## config.mk

```make
export PLATFORM = sky130hd
export DESIGN_NAME = axis_width_downsizer
export DESIGN_NICKNAME = d
export VERILOG_FILES = /design/src/rtl/axis_width_downsizer.sv
export SDC_FILE = /design/constraint.sdc
export NUM_CORES = 1
export LEC_CHECK = 0
export BUFFER_PORTS_ARGS = -buffer_cell sky130_fd_sc_hd__buf_2
export CAP_MARGIN = 40
export CORE_UTILIZATION = 46
export CTS_CLUSTER_DIAMETER = 50
export DETAILED_ROUTE_END_ITERATION = 10
export PLACE_DENSITY_LB_ADDON = 0.3
export SYNTH_ARGS = -nofsm -noshare
export SYNTH_HDL_FRONTEND = slang
export SYNTH_SLANG_ARGS = --single-unit
```

## constraint.sdc

```tcl
create_clock -name clk -period 1.2 [get_ports clk]
set_clock_uncertainty 0.15 [all_clocks]
set_input_delay 0.12 -clock clk [delete_from_list [all_inputs] [get_ports clk]]
set_output_delay 0.12 -clock clk [all_outputs]
set_load 0.02 [all_outputs]
```

## src/rtl/axis_width_downsizer.sv

```systemverilog
// AXI-Stream width downsizer: splits each buffered wide beat into RATIO narrow beats.
// Optional macro AXIS_DOWNSIZE_MSW_FIRST_EN emits the most significant word first.
module axis_width_downsizer #(
    parameter int S_DATA_WIDTH = 64,
    parameter int M_DATA_WIDTH = 32
) (
    input  logic                    clk,
    input  logic                    rst,
    input  logic [S_DATA_WIDTH-1:0] s_axis_tdata,
    input  logic                    s_axis_tlast,
    input  logic                    s_axis_tvalid,
    output logic                    s_axis_tready,
    output logic [M_DATA_WIDTH-1:0] m_axis_tdata,
    output logic                    m_axis_tlast,
    output logic                    m_axis_tvalid,
    input  logic                    m_axis_tready
);

    localparam int RATIO     = S_DATA_WIDTH / M_DATA_WIDTH;
    localparam int CNT_WIDTH = $clog2(RATIO);
    localparam logic [CNT_WIDTH-1:0] CNT_LAST = CNT_WIDTH'(RATIO - 1);

    // Handshake: a transfer happens on a rising edge where valid && ready are
    // both high; valid never waits on ready, and once raised data/last hold
    // until that transfer. s_axis_tready looks at m_axis_tready so a new wide
    // beat can load in the same cycle the final slice leaves.

    typedef enum logic {
        EMPTY   = 1'b0,
        SLICING = 1'b1
    } state_t;

    // state_q is the FSM state; valid_reg is simply state_q == SLICING.
    state_t                  state_q, state_d;
    logic [S_DATA_WIDTH-1:0] data_reg, data_d;
    logic                    last_reg, last_d;
    logic [CNT_WIDTH-1:0]    cnt, cnt_d;
    logic                    valid_reg;
    logic                    s_fire;
    logic                    m_fire;
    logic [M_DATA_WIDTH-1:0] slice;

    assign valid_reg = (state_q == SLICING);

    always_ff @(posedge clk) begin
        if (rst) begin
            state_q  <= EMPTY;
            data_reg <= '0;
            last_reg <= 1'b0;
            cnt      <= '0;
        end else begin
            state_q  <= state_d;
            data_reg <= data_d;
            last_reg <= last_d;
            cnt      <= cnt_d;
        end
    end

    always_comb begin
        state_d = state_q;
        data_d  = data_reg;
        last_d  = last_reg;
        cnt_d   = cnt;

        s_axis_tready = !valid_reg || (m_axis_tready && (cnt == CNT_LAST));
        s_fire        = s_axis_tvalid && s_axis_tready;
        m_fire        = valid_reg && m_axis_tready;

        if (m_fire) begin
            if (cnt != CNT_LAST) begin
                cnt_d = cnt + CNT_WIDTH'(1);
            end else begin
                state_d = EMPTY;
                cnt_d   = '0;
            end
        end

        // Loading a new wide beat overrides the completion clear above.
        if (s_fire) begin
            state_d = SLICING;
            data_d  = s_axis_tdata;
            last_d  = s_axis_tlast;
            cnt_d   = '0;
        end
    end

    // Slice mux written as a compare-per-slot so no multiply on cnt is needed.
    always_comb begin
        slice = data_reg[M_DATA_WIDTH-1:0];
        for (int i = 0; i < RATIO; i++) begin
            if (cnt == CNT_WIDTH'(i)) begin
`ifdef AXIS_DOWNSIZE_MSW_FIRST_EN
                slice = data_reg[(RATIO-1-i)*M_DATA_WIDTH +: M_DATA_WIDTH];
`else
                slice = data_reg[i*M_DATA_WIDTH +: M_DATA_WIDTH];
`endif
            end
        end
    end

    assign m_axis_tdata  = slice;
    assign m_axis_tvalid = valid_reg;
    assign m_axis_tlast  = valid_reg && last_reg && (cnt == CNT_LAST);

endmodule

```

* Word-level counts from Yosys, hierarchy flattened *
Cells that the tools add are included.
Widths: inputs -> output; s select.

operators by class
  divide/modulo/power cells = 0
  shift operators = 0
  $add $sub $neg = 1
  reductions and logical operators = 11
  equal/unequal tests = 0
  $lt $le $gt $ge = 0
  bitwise operators = 0
  multipliers = 0
  muxes and demuxes = 5

operators by type and width
  cell                 count
  $mux 32              1
  $logic_and 1x1->1    5
  $mux 1               4
  $reduce_bool 2->1    2
  $reduce_and 2->1     1
  $reduce_or 2->1      1
  $add 1x1->1 const B  1
  $logic_not 1->1      1
  $logic_or 1x1->1     1

storage, ports and cells
  latch bits = 0
  register bits = 67
  word-level logic and storage cells = 21
  memory bits (writable) = 0
  output and inout bits = 35
  memories = 0
  ROM bits = 0

* Longest topological paths before layout *
Gate-level depths: netlist of the first run.

  depth after elaboration = 5
  mapped depth = 6
  gate-level depth less buffers = 3

* Least setup slack after synthesis of the first run *
Ideal clock, no wire load.

  path type = flip-flop to flip-flop
  start point = register state_q, in the netlist m_axis_tvalid
  end point = register data_reg[0]
  stages on the path, launching flop included = 6
  arrival time = 1.183 ns
  library setup time = 0.120 ns
  path slack = -0.253 ns
  required time = 0.930 ns
  clock period less this slack = 1.453 ns
  path through = dfxtp_1 > a21boi_2 > nor2b_2 > buf_6 > buf_6 > mux2i_1

between the ends
  cells in the longest elaborated chain, start to end = 3

ends and longest elaborated chain
  element                 RTL line  text
  start, declared         34        state_t state_q, state_d;
  start signal, assigned  52        state_q <= state_d;
  $logic_not 1->1         65        s_axis_tready = !valid_reg || (m_axis_tready && (cnt == CNT_LAST));
  $logic_or 1x1->1        65
  $logic_and 1x1->1       66        s_fire = s_axis_tvalid && s_axis_tready;
  end signal, assigned    53        data_reg <= data_d;
  end, declared           35        logic [S_DATA_WIDTH-1:0] data_reg, data_d;

Every way passes these cells.
A chain may end at the register's enable or synchronous reset.

* Worst setup path after layout of the first run *
  start point = register cnt
  end point = output m_axis_tdata[11]

between the ends
  cells in the longest elaborated chain, start to end = 1

ends and longest elaborated chain
  element                 RTL line  text
  start, declared         37        logic [CNT_WIDTH-1:0] cnt, cnt_d;
  start signal, assigned  55        cnt <= cnt_d;
  $mux 32                 91        if (cnt == CNT_WIDTH'(i)) begin
  end, declared           13        output logic [M_DATA_WIDTH-1:0] m_axis_tdata,

Every way passes these cells.

==> results of run 1 <==
-- how the worst max path moves through the flow --
stage | start | end | depth (start not counted)
floorplan | m_axis_tvalid | data_reg[0] | 5
global placement | cnt | m_axis_tdata[3] | 3
detailed placement | cnt | data_reg[6] | 4
CTS | cnt | m_axis_tdata[22] | 3
global route | cnt | m_axis_tdata[14] | 3
finish | cnt | m_axis_tdata[11] | 3
-- per-layer routing --
layer | GRT usage | vias up
met5 | 0 | -
li1 | - | 1438
met3 | 0.0386 | 6
met2 | 0.383 | 71
met1 | 0.272 | 1290
met4 | 0.0760 | 0
-- cells by family (layout without fill, tap and decap cells) --
| logic type | after synthesis | in the layout |
|---|---|---|
| simple gates | 136 | 136 |
| mux | 98 | 98 |
| flops | 67 | 67 |
| buf+inv | 26 | 208 |
| compound gates | 2 | 2 |
-- power groups by stage --
stage / clock network, µW / logic [µW] / registers (µW)
floorplan: 0 / 651 / 2480
global placement: 0 / 904 / 2490
detailed placement: 0 / 923 / 2500
CTS: 1700 / 1310 / 2450
global route: 1790 / 1390 / 2470
finish: 1640 / 1300 / 2450
-- cells in the mapped netlist --
library cell  number
nand2b_1         130
dfxtp_1           67
mux2i_1           66
mux2_2            32
clkbuf_1          14
buf_6              7
buf_2              4
nor2_1             2
a21boi_2           1
a21oi_1            1
and3_1             1
inv_1              1
nand2_1            1
nand3b_1           1
nor2b_2            1
-- worst max-delay path, cell delays in order, from the launching register on --
cell	delay, ps
dfxtp_4	390
buf_12	170
mux2_2	360
buf_2	160
-- timing repair --
action,CTS,global route
buffers inserted,9,0
gates cloned,7,0
hold buffers,67,0
endpoints found under the hold margin,67,0
resized for setup,26,22
setup endpoints to repair,100,100
-- cell type report --
cell class                      instances  area share
Multi-Input combinational cell        236       0.369
Tap cell                               96      0.0231
Clock inverter                          2     0.00193
Sequential cell                        67       0.260
Timing Repair Buffer                  191       0.314
Inverter                                1    0.000723
Clock buffer                           14      0.0313
-- through the flow --
step,std cells,setup WS [ps]
after floorplan,329,-145
after global placement,513,-146
after detailed placement,513,-210
after CTS,612,-492
after global routing,607,-520
final,607,-483
==> key figures, run 1 <==
Run status
  – Status: finished, violations left
  – Failing checks: negative setup slack

Power and ir drop
  – Peak VDD IR: 0.834 mV
  – Sw frac: 0.258
  – Clock Power Share: 0.304
  – Internal power: ~4000 µW
  – Power density over cell area: 1040 nW/µm²
  – P_leak: 0.00230 µW
  – Power Total: 5390 µW
  – Comb pwr share: 0.241
  – P_sw: 1390 µW
  – Sequential Power Share: 0.455

Run
  – Max-Cap Viols: 0

Synth
  – Yosys cell types: 15
  – #FFs+latches synth: 67
  – Cell taking the most area after synthesis: dfxtp_1
  – Largest family of logic cells by synthesized area: multiplexers
  – Synth warn: 0
  – Post-synthesis adder-cell area fraction: 0
  – Sequential area share after synthesis: 0.397
  – Mapped Nets: 398
  – Mux share of post-synthesis cell area: 0.302
  – Xor and xnor area share after synthesis: 0
  – Top cell type's share of synthesized area: 0.397
  – Synth Area in Simple Gates: 0.251
  – Mapped Avg Cell Area: ~10 µm²
  – Top cells by area, synth: dfxtp_1 (40%), nand2b_1 (24%), mux2i_1 (20%)
  – Area fraction in compound gates after synthesis: 0.00481
  – Synth Instances: 329
  – Mapped Area: 3380 µm²

Finish
  – Fin area: 5190 µm²
  – Final Util: 0.748
  – Sequential cell area: 1350 µm²
  – Most frequent cells in the layout: nand2b_1 (130), buf_2 (91), dlygate4sd3_1 (67)
  – Share of cells above drive strength 1: 0.350
  – Syn-to-layout area delta: 53.7%
  – Max FFs per register: 64
  – # fillers: ~460
  – Diode count: 0
  – Most common cell after layout, fill and taps aside: nand2b_1
  – NumNets Final: approximately 580
  – Multi-input gate area: 1920 µm²

Route
  – Vias per cell: 4.62
  – Total Wirelength: 8330 µm
  – Iteration-0 DRC Markers: 62
  – Initial DRT Pass Iterations: 4
  – Top sig layer: met4
  – Met3 WL post-DR: between 300 and 400 µm
  – Final ANT Viol Nets: 0
  – Vias: between 2000 and 3000
  – Avg WL per Cell: 13.7 µm
  – Drt drc: 0
  – Metal2 WL: ~4000 µm
  – Met1 Routed Length: 3900 µm

Timing
  – Final setup fails: 99
  – Setup TNS: -26350 ps
  – Period utilization: 1.40
  – Setup WS post-layout: -483 ps
  – Post-route minimum period: 1680 ps
  – Pins Over Slew Limit: 0
  – Fin. Hold Viols: 0
  – RSZ-0062 raised after global routing: true
  – Slew @ Worst Pin: 196 ps
  – Max Clk Rate: between 500 and 600 MHz
  – Min Hold Slack: 106 ps
  – Worst rel slew slack: 0.869

Global routing
  – Vias in the first global route: 2850
  – Antenna violations before repair: 0
  – Global-route wire length before repair: 13000 µm
  – Largest net degree at the start of global routing: 63
  – Total GRT Usage: 0.220
  – Gr ovfl total: 0

Clock tree
  – Clock buffer depth: 2
  – Clk sinks: between 60 and 70
  – Clk Latency, worst-skew pair: 320 ps
  – Root Buffer: clkbuf_8
  – Reg clk slew, reported paths: ~70 ps
  – H-tree lvl count: 3
  – CTS tree: built
  – Cts bufs inserted: 9

Place
  – Final HPWL DP: between 4000 and 5000 µm
  – Placed cell area: approximately 4000 µm²
  – Gpl congestion: around 0.70
  – Port Buf Inserts: 103

Die
  – Initial Util: 0.487
  – # IOs: 104
  – Total core area: 6940 µm²
  – Die area: approximately 7700 µm²
  – Row count: 30
  – Die Y-Extent: 87.7 µm
  – Die width: 87.7 µm

Worst setup path
  – Req. time, crit path: roughly 930 ps
  – R2r setup slk: -270 ps
  – Worst EP arrival: around 1400 ps
  – Reg2Reg Depth: 6
  – Critical path launch point type: register
  – CP Class: reg2out
  – CP Max Fanout: 19
  – Worst r2r src: m_axis_tvalid
  – Crit. End Element: output port
  – RR Endpoint: data_reg[32]

Hold path
  – Worst hold path type: in2reg
  – Hold path startpoint: rst
  – WHS Path Cells: 3
  – Hold EP: m_axis_tvalid
Power figures use the tool's default switching activity.
==> run 2: changes to the inputs <==
--- a/config.mk
+++ b/config.mk
@@ -5,7 +5,7 @@
 export SDC_FILE = /design/constraint.sdc
 export NUM_CORES = 1
 export LEC_CHECK = 0
-export BUFFER_PORTS_ARGS = -buffer_cell sky130_fd_sc_hd__buf_2
+export BUFFER_PORTS_ARGS = -buffer_cell sky130_fd_sc_hd__clkbuf_2
 export CAP_MARGIN = 40
 export CORE_UTILIZATION = 46
 export CTS_CLUSTER_DIAMETER = 50
==> run 2 against run 1 <==
  * Register-to-register slack worse by 180 ps
  * The flow still finishes with violations (negative setup slack)
  * Critical path depth is the same
  * Combinational power grew 5%
  * Clock-buffer cell count down 3
  * Worst setup slack better by 3.9 ps
  * Largest power group unchanged
  * Clock power is 37% higher
  * Sequential power is essentially flat
  * Via count is 2.1% higher
  * Utilization up 3.4 points
  * Cell count grew 1.5%
==> key figures, run 2 (same netlist as run 1, synthesis figures left out) <==
Timing
  – Period utilization: 1.40
  – Min Hold Slack: between 90 and 100 ps
  – Setup WS post-layout: -479 ps
  – Slew @ Worst Pin: 229 ps
  – Final setup fails: 99
  – Worst rel slew slack: 0.848
  – Pins Over Slew Limit: 0
  – Fin. Hold Viols: 0
  – RSZ-0062 raised after global routing: true
  – Max Clk Rate: approximately 600 MHz
  – Post-route minimum period: 1680 ps

Route
  – Vias per cell: 4.65
  – Final ANT Viol Nets: 0
  – Initial DRT Pass Iterations: 4
  – Avg WL per Cell: 13.5 µm
  – Vias: 2863
  – Iteration-0 DRC Markers: 93
  – Drt drc: 0
  – Total Wirelength: 8300 µm

Global routing
  – Gr ovfl total: 0
  – Vias in the first global route: a little under 3000
  – Total GRT Usage: 0.225
  – Antenna violations before repair: 0
  – Global-route wire length before repair: approximately 13000 µm
  – Largest net degree at the start of global routing: 77

Clock tree
  – Clock buffer depth: 2
  – Cts bufs inserted: 9
  – Root Buffer: clkbuf_8
  – CTS tree: built
  – Clk sinks: 67
  – H-tree lvl count: 3
  – Reg clk slew, reported paths: 80 ps
  – Clk Latency, worst-skew pair: roughly 330 ps

Finish
  – Most frequent cells in the layout: nand2b_1 (130), clkbuf_2 (75), dlygate4sd3_1 (67)
  – NumNets Final: between 500 and 600
  – Max FFs per register: between 60 and 70
  – Most common cell after layout, fill and taps aside: nand2b_1
  – # fillers: 442
  – Fin area: around 5400 µm²
  – Syn-to-layout area delta: 60.7%
  – Diode count: 0
  – Share of cells above drive strength 1: 0.358

Place
  – Placed cell area: 4120 µm²
  – Worst Setup Slack post-DPL: -188 ps
  – Port Buf Inserts: 103
  – Final HPWL DP: between 4000 and 5000 µm
  – Gpl congestion: about 0.73

Die
  – # IOs: 104
  – Die area: 7700 µm²
  – Die Y-Extent: 87.7 µm
  – Initial Util: 0.487
  – Die width: 87.7 µm
  – Total core area: 6940 µm²
  – Row count: 30

Worst setup path
  – Req. time, crit path: 930 ps
  – CP Max Fanout: 19
  – Worst EP arrival: 1410 ps
  – Crit-path slowest cell: dfxtp_4
  – R2r setup slk: -450 ps
  – Worst path cell trace: buf_12 > mux2_2 > buf_4
  – Top cell family by delay on the critical path: flip-flops
  – Critical path launch point type: register
  – CP Class: reg2out
  – Crit. End Element: output port
  – WP buf/inv: 2
  – Worst path max stage delay: 390 ps

Power and ir drop
  – P_leak: 0.00242 µW
  – Peak VDD IR: 0.700 mV
  – Power density over cell area: 1120 nW/µm²

Hold path
  – Worst hold path type: in2reg

Run status
  – Failing checks: negative setup slack
  – Status: finished, violations left

Run
  – Max-Cap Viols: 0
## run 2: worst paths after layout
kind	startpoint	to	depth (start not counted)
hold reg to reg	last_reg	last_reg	2
setup / recovery	cnt	m_axis_tdata[8]	3
hold / removal	m_axis_tready	m_axis_tvalid	5
setup reg to reg	cnt	data_reg[14]	8
## run 2: repair_timing
action | 4_1_cts | 5_1_grt
setup buffers | 10 | 1
pin swaps | 0 | 1
gates cloned | 4 | 0
endpoints found under the hold margin | 67 | 0
gates resized for setup | 25 | 49
hold buffers | 67 | 0
setup endpoints to repair | 100 | 100
## run 2: cell type report
class	instances	area, µm²	share of cell area
repair buffers	200	1790	0.330
inverters	1	3.75	0.000691
well taps	96	120	0.0221
clock inverters	5	82.6	0.0152
flip-flops and latches	67	1350	0.248
multi-input cells	236	1920	0.353
clock buffers	11	163	0.0299
## run 2: worst reg2reg max path: cells and delay by family (launching register included)
family | cells | cell delay [ps]
mux | 1 | 110
buf+inv | 5 | 650
compound gates | 1 | 190
simple gates | 1 | 70
flops | 1 | 370
## run 2: per-stage QoR
| step | setup TNS, ps | total power (µW) | cells | utilization |
|---|---|---|---|---|
| after floorplan | -11180 | 3130 | 329 | - |
| after global placement | -10510 | 3450 | 518 | 0.593 |
| after detailed placement | -13290 | 3470 | 518 | 0.593 |
| after CTS | -31690 | 6070 | 615 | 0.770 |
| after global routing | -43900 | 6350 | 616 | 0.782 |
| final | -38790 | 6080 | 616 | 0.782 |
## run 2: metal layers
metal  share of wire  GRT usage  wire length (µm)  up-vias
li1                -          -                 -     1449
met1            0.44      0.262              3620     1327
met2            0.51      0.395              4190       79
met3           0.048     0.0782               402        8
met4          0.0095     0.0507                79        0
met5               0          0                 0        -
## run 2: report_power, final
group          internal (µW)  switching (µW)
Combinational            835             539
Sequential              2370            80.5
Clock                   1350             900
Total                   4560            1520
